## src/rtl/riscv_pkg.sv

```systemverilog
`default_nettype none
// ============================================================================
// Module      : riscv_pkg
// Description : Shared RV32 integer-pipeline types and constants. Holds the
//               XLEN and register-index widths, the register and XLEN types,
//               and the writeback-source select encoding.
// Ports       : none (package)
// Revision    : 1.0 - initial release
// ============================================================================
package riscv_pkg;

    localparam int XLEN      = 32;
    localparam int REG_INDEX = 5;
    localparam int NUM_REGS  = 32;

    typedef logic [REG_INDEX-1:0] reg_idx_t;
    typedef logic [XLEN-1:0]      xlen_t;

    localparam reg_idx_t REG_ZERO = '0;

    // Encoding matches the raw mem_to_reg control bit from MEM/WB.
    typedef enum logic {
        WB_ALU = 1'b0,
        WB_MEM = 1'b1
    } wb_sel_e;

endpackage : riscv_pkg
`default_nettype wire

```

## src/rtl/wb_mux.sv

```systemverilog
`default_nettype none
// ============================================================================
// Module      : wb_mux
// Description : Writeback source select and effective write-enable.
//               Chooses load data or the ALU result, and qualifies the
//               register write so that writes to x0 never take effect.
// Ports       : mem_to_reg_in  - 1 selects data_mem_in, 0 selects alu_res_in
//               reg_write_in   - writeback enable from MEM/WB
//               rd_in          - destination register index
//               data_mem_in    - load data
//               alu_res_in     - ALU result
//               wb_data_out    - selected writeback value (combinational)
//               wb_en_out      - reg_write_in && rd_in != x0
// Revision    : 1.0 - initial release
// ============================================================================
module wb_mux
    import riscv_pkg::*;
#(
    parameter int WIDTH = XLEN,
    parameter int INDEX = REG_INDEX
) (
    input  logic             mem_to_reg_in,
    input  logic             reg_write_in,
    input  logic [INDEX-1:0] rd_in,
    input  logic [WIDTH-1:0] data_mem_in,
    input  logic [WIDTH-1:0] alu_res_in,
    output logic [WIDTH-1:0] wb_data_out,
    output logic             wb_en_out
);

    wb_sel_e wb_sel;

    assign wb_sel = wb_sel_e'(mem_to_reg_in);

    always_comb begin
        wb_data_out = alu_res_in;
        if (wb_sel == WB_MEM) begin
            wb_data_out = data_mem_in;
        end
        // x0 is hardwired to zero, so a write aimed at it is dropped here and
        // never reaches the array or the forwarding unit.
        wb_en_out = reg_write_in && (rd_in != '0);
    end

endmodule : wb_mux
`default_nettype wire

```

## src/rtl/wb_regfile.sv

```systemverilog
`default_nettype none
// ============================================================================
// Module      : wb_regfile
// Description : Writeback stage plus 32-entry integer register file.
//               Commits the selected writeback value one clock after it is
//               presented, offers two combinational read ports with
//               same-cycle write-through bypass, and exports the resolved
//               writeback value/enable for forwarding.
// Ports       : clk_in         - clock, rising edge
//               rst_in         - asynchronous active-low reset (clears array)
//               mem_to_reg_in  - writeback source select
//               reg_write_in   - writeback enable
//               rd_in          - destination index
//               data_mem_in    - load data
//               alu_res_in     - ALU result
//               rs1_addr_in    - read port 1 address
//               rs2_addr_in    - read port 2 address
//               rs1_data_out   - read port 1 data
//               rs2_data_out   - read port 2 data
//               wb_data_out    - resolved writeback value
//               wb_en_out      - effective write enable
//               retire_in      - (WB_RETIRE_CNT_EN) valid instruction in WB
//               instret_out    - (WB_RETIRE_CNT_EN) 64-bit retire count
// Options     : define WB_RETIRE_CNT_EN to add the instret counter.
// Revision    : 1.0 - initial release
// ============================================================================
module wb_regfile
    import riscv_pkg::*;
#(
    parameter int WIDTH    = XLEN,
    parameter int INDEX    = REG_INDEX,
    parameter int NUM_REGS = riscv_pkg::NUM_REGS
) (
    input  logic             clk_in,
    input  logic             rst_in,
    input  logic             mem_to_reg_in,
    input  logic             reg_write_in,
    input  logic [INDEX-1:0] rd_in,
    input  logic [WIDTH-1:0] data_mem_in,
    input  logic [WIDTH-1:0] alu_res_in,
    input  logic [INDEX-1:0] rs1_addr_in,
    input  logic [INDEX-1:0] rs2_addr_in,
    output logic [WIDTH-1:0] rs1_data_out,
    output logic [WIDTH-1:0] rs2_data_out,
    output logic [WIDTH-1:0] wb_data_out,
    output logic             wb_en_out
`ifdef WB_RETIRE_CNT_EN
    ,
    input  logic             retire_in,
    output logic [63:0]      instret_out
`endif
);

    logic [WIDTH-1:0] regs_q [NUM_REGS];
    logic [WIDTH-1:0] regs_d [NUM_REGS];

    wb_mux #(
        .WIDTH (WIDTH),
        .INDEX (INDEX)
    ) u_wb_mux (
        .mem_to_reg_in (mem_to_reg_in),
        .reg_write_in  (reg_write_in),
        .rd_in         (rd_in),
        .data_mem_in   (data_mem_in),
        .alu_res_in    (alu_res_in),
        .wb_data_out   (wb_data_out),
        .wb_en_out     (wb_en_out)
    );

    always_comb begin
        regs_d = regs_q;
        if (wb_en_out) begin
            regs_d[rd_in] = wb_data_out;
        end
        // Entry 0 is held at zero so the x0 flop is constant.
        regs_d[0] = '0;
    end

    always_ff @(posedge clk_in or negedge rst_in) begin
        if (!rst_in) begin
            regs_q <= '{default: '0};
        end else begin
            regs_q <= regs_d;
        end
    end

    // Read ports: x0 forced to zero, then bypass the in-flight writeback so an
    // ID read in the same cycle as WB sees the new value, else the array.
    always_comb begin
        rs1_data_out = regs_q[rs1_addr_in];
        if (rs1_addr_in == '0) begin
            rs1_data_out = '0;
        end else if (wb_en_out && (rs1_addr_in == rd_in)) begin
            rs1_data_out = wb_data_out;
        end

        rs2_data_out = regs_q[rs2_addr_in];
        if (rs2_addr_in == '0) begin
            rs2_data_out = '0;
        end else if (wb_en_out && (rs2_addr_in == rd_in)) begin
            rs2_data_out = wb_data_out;
        end
    end

`ifdef WB_RETIRE_CNT_EN
    logic [63:0] instret_q;
    logic [63:0] instret_d;

    // Counts every retiring instruction, independent of register writes;
    // wraps naturally at 2^64.
    always_comb begin
        instret_d = instret_q;
        if (retire_in) begin
            instret_d = instret_q + 64'd1;
        end
    end

    always_ff @(posedge clk_in or negedge rst_in) begin
        if (!rst_in) begin
            instret_q <= '0;
        end else begin
            instret_q <= instret_d;
        end
    end

    assign instret_out = instret_q;
`endif

endmodule : wb_regfile
`default_nettype wire

```

## config.mk

```make
export PLATFORM = sky130hd
export DESIGN_NAME = wb_regfile
export DESIGN_NICKNAME = d
export VERILOG_FILES = /design/src/rtl/riscv_pkg.sv /design/src/rtl/wb_mux.sv /design/src/rtl/wb_regfile.sv
export SDC_FILE = /design/constraint.sdc
export NUM_CORES = 2
export LEC_CHECK = 0
export CAP_MARGIN = 5
export CORE_MARGIN = 5
export CORE_UTILIZATION = 26
export DETAILED_ROUTE_END_ITERATION = 10
export GPL_TIMING_DRIVEN = 0
export SKIP_LAST_GASP = 1
export SLEW_MARGIN = 20
export SYNTH_ARGS = -nofsm -noshare
export SYNTH_HDL_FRONTEND = slang
export SYNTH_SLANG_ARGS = --single-unit
```

## constraint.sdc

```tcl
create_clock -name clk_in -period 7.02 [get_ports clk_in]
set_input_delay 2.106 -clock clk_in [delete_from_list [all_inputs] [get_ports clk_in]]
set_output_delay 2.106 -clock clk_in [all_outputs]
set_load 0.1 [all_outputs]
```

==> reports/metrics.cfg <==
[placement]
place_inst=7626
post-place-ws_ns=-2.488
dp_hpwl_mm=188.2
place_area_um2=57240
io_buffer_count=169
place.gp.congestion=0.9988

[clocking]
cts.reportedPaths.clkPinSlew_ns=0.06
cts_buffers=104
cts-hold-fix-buffers=0
cts.sinks=992
cts_tree=yes
clk-insertion-delay-late_ns=0.76
htreeDepth=3
clock_path_buffers=3
clock-root-buffer=clkbuf_16

[cells_and_area]
layout_common_cells=992 x dfrtp_1, 585 x nor2_1, 522 x nand2_1, 518 x a21oi_1, 497 x o21ai_0
stdcell_count=7824
layout-drive-gt1-share=0.2404
synthToLayoutAreaGrowth_pct=20.17
nNetsFinal=5176
largestRegisters=regs_q: 992 flops
fillCellCount=20210
largest_reg_flops=992
top_register=regs_q
final_common_cell=dfrtp_1
final_util=0.3145
fin_area_um2=62090

[floorplan]
core_area_um2=197400
row_count=163
dieArea_um2=207700
die_w_um=455.8
die-height_um=455.8
io_pins=180
initial_core_util=0.2617

[power_and_ir_drop]
ir_worst_vdd_uv=188.5
p_comb_frac=0.280
clkPwrFrac=0.306
p_seq_frac=0.414
leakage_nw=25.26
sw_frac_of_total=0.3534
p_int_mw=12.51
p_sw_mw=6.835
powerDensity_nw_per_um2=311.5

[synth]
synth_seq_cells=992
synth_edf_count=0
syn-cell-area_um2=51660
synth_top_cell_by_area=dfrtp_1
ys_warn_count=0
synth.distinct_cells=56
synth_fp_nets=4887
avgSynthCellArea_um2=10.75
syn_inst=4804
synthTopCellsByArea=dfrtp_1 48%, mux4_2 18%, a21oi_1 5.3%
synthFlopType=dfrtp_1
async_flop_share=1.000
synth_top_area_frac=0.4805
synth_seq_area_share=0.4805

[timing]
hold_violations=0
final.setup_skew_ns=0
final_max_slew_viol_count=0
fin_crit_ns=7.146
grt_setup_unrepaired=true
fmax_ghz=0.1399
holdWs_ns=0.4995
max_slew.worst_pin.slew_ns=1.185
setup_ws_ns=-0.1260
setup_viol=28
min_period_over_period=1.018
relSlewSlack=0.2099

[routing]
wl_per_cell_um=31.53
ant_nets=0
routed_wl_mm=246.7
first_iter_violations=5800
dr.pass1.iters=6
viasPerCell=5.725
vias=44790
drc=0

[grt]
grt_util_all_layers=0.2285
grt_max_degree=144
grt_pass1_vias=44330
grt_overflow=0
grt_pass1_wl_mm=342.2
antenna_found_initial=8

[run]
cap_viol_max_count=0

[setup_path]
endpoint_kind=primary output
critical-path-max-stage-delay_ns=0.47
slowest_stage=o211ai_1
cp.required_ns=4.91
worstSetupPathType=in2out
start_kind=input pin
crit_top_cell=buf_8
arrival_ns=5.04
cp_max_fo=11
crit_chain=clkdlybuf4s15_2, buf_6, buf_8, buf_12, mux2i_1, a221oi_2, nor2_1, o211ai_1, a31o_2, buf_8

[hold_path]
hold_path_class=reg2reg

[run_status]
violations=negative setup slack
status=finished, violations left

-- path summary, 6_finish.rpt --
path	startpoint	slack, ns	depth (start not counted)	end
max in group asynchronous	rst_in	3.19	5	regs_q[217]
max	rs1_addr_in[0]	-0.13	10	rs1_data_out[22]
min in group asynchronous	rst_in	1.43	2	regs_q[708]
min	regs_q[444]	0.50	2	regs_q[444]
min reg2reg	regs_q[444]	0.50	2	regs_q[444]
max reg2reg	regs_q[968]	6.24	2	regs_q[968]
-- cells by family (layout without fill, tap and decap cells) --
group,after synthesis,in the layout,share of synthesized area
AO/OA/AOI/OAI,1434,1434,0.1575
XOR/XNOR,10,10,0.001695
buffers and inverters,536,911,0.04800
flip-flops,992,992,0.4805
multiplexers,581,581,0.2158
other,0,5,0
AND/OR/NAND/NOR,1251,1251,0.09653
-- power groups by stage --
stage	Combinational (mW)	Sequential (mW)	Clock [mW]
2_1_floorplan	3.46	7.69	0
3_5_place_dp	5.13	8.03	0
4_1_cts	5.26	7.94	5.93
6_report	5.42	8.00	5.92
3_3_place_gp	5.01	7.97	0
5_1_grt	5.67	8.12	6.15
-- per-layer routing --
metal  vias up  track usage  wire [um]
met3       761      0.05144      22630
met4         2       0.1942      25370
met1     23190       0.2698      87980
li1      18120            -          -
met5         -            0         14
met2      2720       0.3535     110700
-- repair_timing --
| action | CTS | global route |
|---|---|---|
| setup buffers | 4 | 3 |
| resized for setup | 732 | 87 |
| setup endpoints to repair | 93 | 58 |
| pin swaps | 15 | 13 |
-- layout make-up --
type / instances / area (um^2) / area share
Inverter: 33 / 123.9 / 0.001995
Clock buffer: 153 / 3099 / 0.04992
Buffer: 497 / 2769 / 0.04460
Clock inverter: 39 / 474.2 / 0.007638
Multi-Input combinational cell: 3276 / 25550 / 0.4115
Timing Repair Buffer: 189 / 1934 / 0.03116
Sequential cell: 992 / 24820 / 0.3998
Tap cell: 2640 / 3303 / 0.05320
Antenna cell: 5 / 12.51 / 0.0002015
-- through the flow --
stage                     total power [mW]  TNS (ns)
after global routing                 19.95  -0.04923
after global placement               12.98         -
after detailed placement             13.16   -144.50
after CTS                            19.12   -0.8409
final                                19.34    -1.459
after floorplan                      11.16    -2.611
-- cells in the mapped netlist, types with 2 or more instances --
cell       number
dfrtp_1       992
nor2_1        593
a21oi_1       548
nand2_1       526
o21ai_0       497
mux4_2        417
clkbuf_1      307
buf_2         131
a22oi_1       118
mux2_2         94
mux2i_1        70
o22ai_1        62
a211oi_1       59
a221oi_1       37
nor3_1         35
nand3_1        34
inv_1          33
o211ai_1       33
o21ai_1        29
buf_6          24
buf_4          21
buf_1          16
nand2b_1       16
o22a_1         16
a2111oi_0       9
o221a_1         9
nor2_2          8
nor2b_1         7
nor3b_1         6
xor2_1          6
a31oi_1         5
nand3b_1        4
nor2_4          4
nor4_1          4
xnor2_1         4
a31o_1          3
o31ai_1         3
a2111oi_2       2
buf_12          2
nand4_1         2
o221a_2         2
or2_2           2
-- critical path, delay by kind of cell --
family / cells / cell delay (ns)
buffers and inverters: 5 / 1.30
AO/OA/AOI/OAI: 3 / 1.29
multiplexers: 1 / 0.20
AND/OR/NAND/NOR: 1 / 0.09
Note: power is estimated with default switching activity, not from simulation.
